**src/rtl/rr_arbiter8.sv**
```systemverilog
// Eight-client round-robin arbiter with registered one-hot/indexed grant,
// a mandatory one-cycle gap between grants and an optional hold limit.
module rr_arbiter8 #(
  parameter int MAX_HOLD = 16
) (
  input  logic       clk,
  input  logic       rst_n,
  input  logic       en,
  input  logic [7:0] req,
  output logic [7:0] gnt,
  output logic [2:0] gnt_idx,
  output logic       gnt_valid,
  output logic       preempt
);

  localparam int HW = (MAX_HOLD < 1) ? 1 : $clog2(MAX_HOLD + 1);
  localparam logic [HW-1:0] HOLD_MAX = HW'(MAX_HOLD);
  localparam bit HOLD_EN = (MAX_HOLD != 0);

  typedef enum logic [1:0] {IDLE, BUSY, GAP} state_t;

  state_t          r_state, w_state;
  logic [7:0]      r_gnt, w_gnt;
  logic [2:0]      r_idx, w_idx;
  logic            r_valid, w_valid;
  logic            r_pre, w_pre;
  logic [2:0]      r_ptr, w_ptr;
  logic [HW-1:0]   r_hold, w_hold;
  logic [2:0]      w_sel;
  logic            w_hit;

  // Walk the search order backwards so the last hit is the first in priority.
  always_comb begin
    logic [2:0] cand;
    w_sel = 3'd0;
    w_hit = 1'b0;
    for (int k = 7; k >= 0; k--) begin
      cand = r_ptr + 3'(k);
      if (req[cand]) begin
        w_sel = cand;
        w_hit = 1'b1;
      end
    end
  end

  always_comb begin
    w_state = r_state;
    w_gnt   = r_gnt;
    w_idx   = r_idx;
    w_valid = r_valid;
    w_pre   = 1'b0;
    w_ptr   = r_ptr;
    w_hold  = r_hold;
    case (r_state)
      BUSY: begin
        // Release wins over the hold limit when both happen together.
        if (!req[r_idx] || (HOLD_EN && r_hold == HOLD_MAX)) begin
          w_state = GAP;
          w_gnt   = 8'h00;
          w_idx   = 3'd0;
          w_valid = 1'b0;
          w_ptr   = r_idx + 3'd1;
          w_hold  = '0;
          w_pre   = req[r_idx];
        end else if (HOLD_EN) begin
          w_hold = r_hold + 1'b1;
        end
      end
      default: begin
        if (en && w_hit) begin
          w_state = BUSY;
          w_gnt   = 8'h01 << w_sel;
          w_idx   = w_sel;
          w_valid = 1'b1;
          w_hold  = HW'(1);
        end else begin
          w_state = IDLE;
          w_gnt   = 8'h00;
          w_idx   = 3'd0;
          w_valid = 1'b0;
        end
      end
    endcase
  end

  always_ff @(posedge clk or negedge rst_n) begin
    if (!rst_n) begin
      r_state <= IDLE;
      r_gnt   <= 8'h00;
      r_idx   <= 3'd0;
      r_valid <= 1'b0;
      r_pre   <= 1'b0;
      r_ptr   <= 3'd0;
      r_hold  <= '0;
    end else begin
      r_state <= w_state;
      r_gnt   <= w_gnt;
      r_idx   <= w_idx;
      r_valid <= w_valid;
      r_pre   <= w_pre;
      r_ptr   <= w_ptr;
      r_hold  <= w_hold;
    end
  end

  assign gnt       = r_gnt;
  assign gnt_idx   = r_idx;
  assign gnt_valid = r_valid;
  assign preempt   = r_pre;

endmodule

```
**config.mk**
```make
export PLATFORM = sky130hd
export DESIGN_NAME = rr_arbiter8
export DESIGN_NICKNAME = d
export VERILOG_FILES = /design/src/rtl/rr_arbiter8.sv
export SDC_FILE = /design/constraint.sdc
export NUM_CORES = 1
export LEC_CHECK = 0
export CAP_MARGIN = 5
export CORE_ASPECT_RATIO = 1.1
export CORE_MARGIN = 2
export CORE_UTILIZATION = 50
export CTS_CLUSTER_DIAMETER = 30
export DETAILED_ROUTE_END_ITERATION = 7
export MAX_ROUTING_LAYER = met4
export PLACE_DENSITY = 0.85
export REMOVE_ABC_BUFFERS = 1
export SLEW_MARGIN = 20
export SYNTH_ARGS = -nofsm -noshare
export SYNTH_HDL_FRONTEND = slang
export SYNTH_SLANG_ARGS = --single-unit
export TNS_END_PERCENT = 5
```
**constraint.sdc**
```tcl
create_clock -name clk -period 3 [get_ports clk]
set_input_delay 0.6 -clock clk [delete_from_list [all_inputs] [get_ports clk]]
set_output_delay 0.6 -clock clk [all_outputs]
set_load 0.02 [all_outputs]
```
# After elaboration in Yosys (flattened, before gate mapping)
# Cells that the tools add are included.
[word_totals]
ff_bits = 23
inputBits = 11
wordCells = 85
output_inout_bits = 13
[classes]
eq_ne = 3
add_sub_neg = 9
shifts = 1
reduce_logical = 5
magnitude_cmp = 9
n_mux = 51
[ops]
columns = ["operator", "count"]
rows = [
  ["3-bit by 4-bit < comparator with 1-bit output, second input constant", 9],
  ["3-bit two-way mux", 11],
  ["1-bit binary-select mux with 3-bit select", 9],
  ["8-bit two-way mux", 3],
  ["1-bit two-way mux", 23],
  ["5-bit two-way mux", 3],
  ["3-bit adder, second input constant", 4],
  ["1-bit by 3-bit << shifter with 8-bit output, first input constant", 1],
  ["3-bit by 1-bit adder with 3-bit output, second input constant", 2],
  ["3-bit by 2-bit adder with 3-bit output, second input constant", 2],
  ["5-bit by 1-bit adder with 5-bit output, second input constant", 1],
  ["5-bit equality test, second input constant", 1],
  ["2-bit two-way mux", 2],
  ["2-bit by 1-bit equality test with 1-bit output, second input constant", 1],
  ["2-bit != test, second input constant", 1],
  ["2-bit AND reduction", 1],
  ["2-bit nonzero test", 1],
  ["1-bit logical AND", 1],
  ["1-bit logical NOT", 1],
  ["1-bit logical OR", 1],
]

# Logic depth before layout (Yosys ltp)
# Gate-level depths: netlist of the first run.
[depth]
word_depth = 14
mapped_depth = 11
mapped_depth_nobuf = 9

# Least setup slack after synthesis of the first run
# OpenSTA, ideal clock, no wires.
[synth_path]
path_type = "register to register"
start = "register r_ptr[1]"
end = "register r_gnt[2], in the netlist gnt[2]"
n_path_buf = 2
setup_slack_ns = -0.051
arrival_time_ns = 2.917
required_time_ns = 2.866
period_less_slack_ns = 3.051
setup_ns = 0.134
stages_incl_launch_ff = 11
cell_sequence = "dfrtp_1 -> clkbuf_1 -> inv_1 -> ha_1 -> clkbuf_1 -> mux4_2 -> or4_1 -> a21o_1 -> o41ai_2 -> or3_4 -> o31ai_1"
[synth_between]
elab_chain_len = 14
word_cells_on_any_way = 43
cone_classes = "add/sub (7); shift (1); mux (34); reduce/logical (1)"
[synth_lines]
columns = ["item", "line", "text"]
rows = [
  ["start: declaration", "27", "logic [2:0] r_ptr, w_ptr;"],
  ["start signal: assignment", "101", "r_ptr <= w_ptr;"],
  ["3-bit adder", "38", "cand = r_ptr + 3'(k);"],
  ["1-bit binary-select mux with 3-bit select", "39", "if (req[cand]) begin"],
  ["1-bit two-way mux (not written as such)", "39", ""],
  ["3-bit two-way mux or 1-bit two-way mux (tied branches) (8 in a row)", "39", ""],
  ["1-bit by 3-bit << shifter with 8-bit output or 1-bit logical AND (tied branches)", "72, 70", ""],
  ["8-bit two-way mux *", "70", "if (en && w_hit) begin"],
  ["8-bit two-way mux *", "54", "case (r_state)"],
  ["end signal: assignment", "97", "r_gnt <= w_gnt;"],
  ["end: declaration", "23", "logic [7:0] r_gnt, w_gnt;"],
]
# Every way passes the cells marked *; elsewhere a longest branch is shown, timed or not. The select of a mux whose other input is x is not followed.
# A chain may end at the register's enable or synchronous reset.

# Final worst setup path of the first run
[layout_path]
start = "input req[1]"
end = "register r_gnt[7], in the netlist gnt[7]"
[layout_between]
elab_chain_len = 13
word_cells_on_any_way = 41
cone_classes = "eq/ne (1); shift (1); mux (36); reduce/logical (3)"
[layout_lines]
columns = ["item", "line", "text"]
rows = [
  ["start: declaration", "9", "input logic [7:0] req,"],
  ["1-bit binary-select mux with 3-bit select", "39", ""],
  ["1-bit two-way mux (not written as such)", "39", ""],
  ["3-bit two-way mux or 1-bit two-way mux (tied branches) (8 in a row)", "39", ""],
  ["1-bit by 3-bit << shifter with 8-bit output or 1-bit logical AND (tied branches)", "72, 70", ""],
  ["8-bit two-way mux", "70", ""],
  ["8-bit two-way mux", "54", ""],
]
# Several ways; a longest one is shown, not always the timed one. The select of a mux whose other input is x is not followed.

==> results of run 1 <==
[worst min path at each step]
stage,startpoint,end,slack (ns),cells after the start
final,gnt[1],gnt[1],0.48,2
after global routing,gnt[2],gnt[2],0.52,2
after CTS,gnt[1],gnt[1],0.49,2
after detailed placement,gnt[1],gnt[1],0.47,2
after global placement,gnt[3],gnt[3],0.46,2
after floorplan,rst_n,gnt[0],0.30,0
[synthesized netlist by cell type, types with 2 or more instances]
cell | number | area [sq um]
o211ai_1 | 2 | 15.0
clkbuf_1 | 4 | 15.0
nor2b_1 | 3 | 18.8
mux2i_1 | 10 | 100
dfrtp_1 | 22 | 551
nand2_1 | 28 | 105
a22oi_1 | 2 | 15.0
mux4_1 | 2 | 52.6
nand2b_1 | 4 | 25.0
mux4_2 | 12 | 270
o22ai_1 | 2 | 12.5
xnor2_1 | 5 | 43.8
o31ai_1 | 9 | 67.6
a21oi_1 | 8 | 40.0
mux2_4 | 2 | 30.0
a22o_1 | 4 | 35.0
xor2_1 | 2 | 17.5
inv_1 | 8 | 30.0
and2_1 | 3 | 18.8
nor3b_1 | 2 | 15.0
nor2_1 | 7 | 26.3
o21ai_0 | 7 | 35.0
ha_1 | 5 | 62.6
nand3_1 | 2 | 10.0
mux2_2 | 3 | 33.8
nor3_1 | 4 | 20.0
buf_6 | 2 | 22.5
[stage by stage]
step,setup slack [ns],setup TNS (ns),util [%],cell area (sq um),total power [mW]
after floorplan,-0.230,-1.96,-,1820,1.95
after global placement,-0.170,-1.54,64.4,2320,2.58
after detailed placement,-0.202,-2.34,64.4,2320,2.65
after CTS,0.0673,0,66.4,2390,2.94
after global routing,0.00577,0,66.4,2390,3.17
final,0.0951,0,66.4,2390,2.95
[worst reg2reg max path: cells and delay by family, from the launching register on]
kind / cells / cell delay [ns]
xor gates and xnor gates: 1 / 0.17
adders and majority gates: 1 / 0.24
buffers and inverters: 3 / 0.60
and+or+nand+nor: 2 / 0.56
DFF: 1 / 0.38
AOI/OAI and AO/OA: 3 / 0.52
muxes: 1 / 0.25
[final cells by class]
class                   count  area, sq um
multi-input cells         146         1240
fillers                   285         1210
flip-flops and latches     22          551
repair buffers             50          433
well taps                  50         62.6
clock buffers               3         41.3
clock inverters             1         30.0
inverters                   8         30.0
[metal layers]
layer	track usage (%)	vias up	routed length, um
li1	-	790	-
met1	29.1	816	1970
met2	42.5	43	2430
met3	4.28	12	181
met4	11.4	0	111
met5	-	-	0
[cell usage in the layout, fill, tap and decap left out, types with 2 or more instances in the layout]
| cell | netlist | final |
|---|---|---|
| a22o_1 | 4 | 4 |
| nor2_1 | 7 | 7 |
| nand2b_1 | 4 | 4 |
| a22oi_1 | 2 | 2 |
| mux2i_1 | 10 | 10 |
| o21ai_0 | 7 | 7 |
| o211ai_1 | 2 | 2 |
| buf_4 | 0 | 27 |
| xnor2_1 | 5 | 5 |
| mux4_2 | 12 | 13 |
| clkbuf_8 | 0 | 3 |
| ha_1 | 5 | 4 |
| nor3_1 | 4 | 4 |
| clkdlybuf4s50_1 | 0 | 23 |
| mux2_4 | 2 | 2 |
| o22ai_1 | 2 | 2 |
| inv_1 | 8 | 8 |
| mux2_2 | 3 | 3 |
| and2_1 | 3 | 3 |
| nand2_1 | 28 | 28 |
| dfrtp_1 | 22 | 22 |
| nor2b_1 | 3 | 3 |
| o31ai_1 | 9 | 9 |
| nand3_1 | 2 | 2 |
| nor3b_1 | 2 | 2 |
| xor2_1 | 2 | 2 |
| a21oi_1 | 8 | 8 |
[kinds of logic (layout without fill, tap and decap cells)]
family | Yosys count | in the layout | share of synthesized area, %
buffers and inverters | 15 | 62 | 3.89
XOR/XNOR | 7 | 7 | 3.29
AND/OR/NAND/NOR | 59 | 59 | 15.6
adder cells (fa/ha/maj) | 5 | 5 | 3.36
AO/OA/AOI/OAI | 45 | 45 | 17.7
flip-flops | 22 | 22 | 29.5
multiplexers | 30 | 30 | 26.7
[registers in the layout, indices dropped and copies added (netlist names)]
register and count:
gnt 8, r_hold 5, gnt_idx 3, r_ptr 3
r_state 2, preempt 1
[power by group through the flow]
stage,combinational [mW],sequential (mW),clock (mW)
CTS,2.15,0.509,0.283
floorplan,1.32,0.625,0
global route,2.36,0.525,0.291
global placement,2.07,0.506,0
finish,2.17,0.509,0.277
detailed placement,2.13,0.514,0
[timing repair]
item,CTS,global route
setup endpoints to repair,0,6
gates resized for setup,0,2
hold endpoints to repair,0,0
==> reports/summary.txt, run 1 <==
net switching power = 1.35 mW
FF-to-FF Start = r_ptr[0]
CTS Hold Bufs = 0
Placed Cells = 276
Routed Antenna Nets = 0
WHS = 0.480 ns
CP delay by family, top = multiplexers
Worst Tran Pin Value = 0.963 ns
die area = 0.00423 sq mm
Max-slew headroom = 35.5%
Vias per Instance = 5.93
slowest cell on the critical path = mux4_1
RSZ-0062 raised after global routing = false
Detailed Place HPWL = 3630 um
Reg clk slew, reported paths = 0.08 ns
Gate power share = 73.4%
Longest Clk Path Bufs = 2
FF-to-FF End = gnt[7]
drt total wl = 4690 um
Max Transition Viols Final = 0
crit path max fanout = 5
worst setup path start = req[1]
First-pass DRT Iterations = 4
setup bufs post-CTS = 0
Worst Setup EP = gnt[7]
vias in the first global route = 1709
sw frac = 45.6%
initial antenna violation count = 0
Yosys reg bits = 22
count of cell types in the netlist = 46
Mapped Cells = 183
worst path required time = 3.18 ns
initial core utilization = 51.8%
asr flop ratio synth = 100%
drc violations = 0
Worst IR Drop VDD = 0.862 mV
WP buf/inv = 1
post-route minimum period = 2.90 ns
Worst-Skew Late Latency = 0.27 ns
Final setup viols = 0
max incr delay on CP = 0.57 ns
max frequency = 344 MHz
Rows = 23
CTS tree = yes
NumNets Final = 247
total CTS buffers = 3
pin count of the biggest net entering global routing = 23
port bufs = 23
sequential-to-total area share from yosys stat = 29.5%
htree depth = 1
internal cell power = 1.61 mW
status = finished clean
r2r setup slk = 0.20 ns
clock skew = 0.00273 ns
CTS Root Cell = clkbuf_8
CTS sink cnt = 22
PD cells = 1240 mW/mm^2
Final Cycle Share = 96.8%
WS Path Type = in -> reg
Pleak = 1.03 nW
R2R depth = 11
non-filler cells, final = 280
layout cells sized above 1 = 23.9%
sequential power share = 17.2%
EDFF count, synth = 0
I/O pin count = 24
1st-iter DRT viols = 81
core area = 0.00360 sq mm
CP Cell Sequence = clkdlybuf4s50_1, mux4_1, mux2_2, nand4b_1, a21oi_1, o41ai_2, or3_4, o31ai_1
Die Wd = 62.2 um
area delta synth->final = 28.1%
GPL Wtd Cong = 0.913
Worst EP arrival = 3.08 ns
first-pass GRT wire length = 7910 um
total track usage = 24.7%
worst min path class = reg -> reg
chip height = 68.0 um
n_diodes = 0
Worst setup EP type = register
Final Hold Vio Count = 0
Main synth FF type = dfrtp_1
Max Cap Violations = 0
Avg Synthesized Cell Area = 10.2 sq um
Syn. warnings = 0
synthesized area = 0.00186 sq mm
Critical Path Stages = 8
Congestion Overflow GR = 0
wire per inst = 16.7 um
crit path launch type = primary input
clock power share = 9.4%
via count = 1661
Note: power is estimated with default switching activity, not from simulation.
==> run 2, diff against run 1 <==
CAP_MARGIN = 20   (was 5)
==> results of run 2 <==
Same layout as run 1: the final DEF is identical, and so are final timing and power.
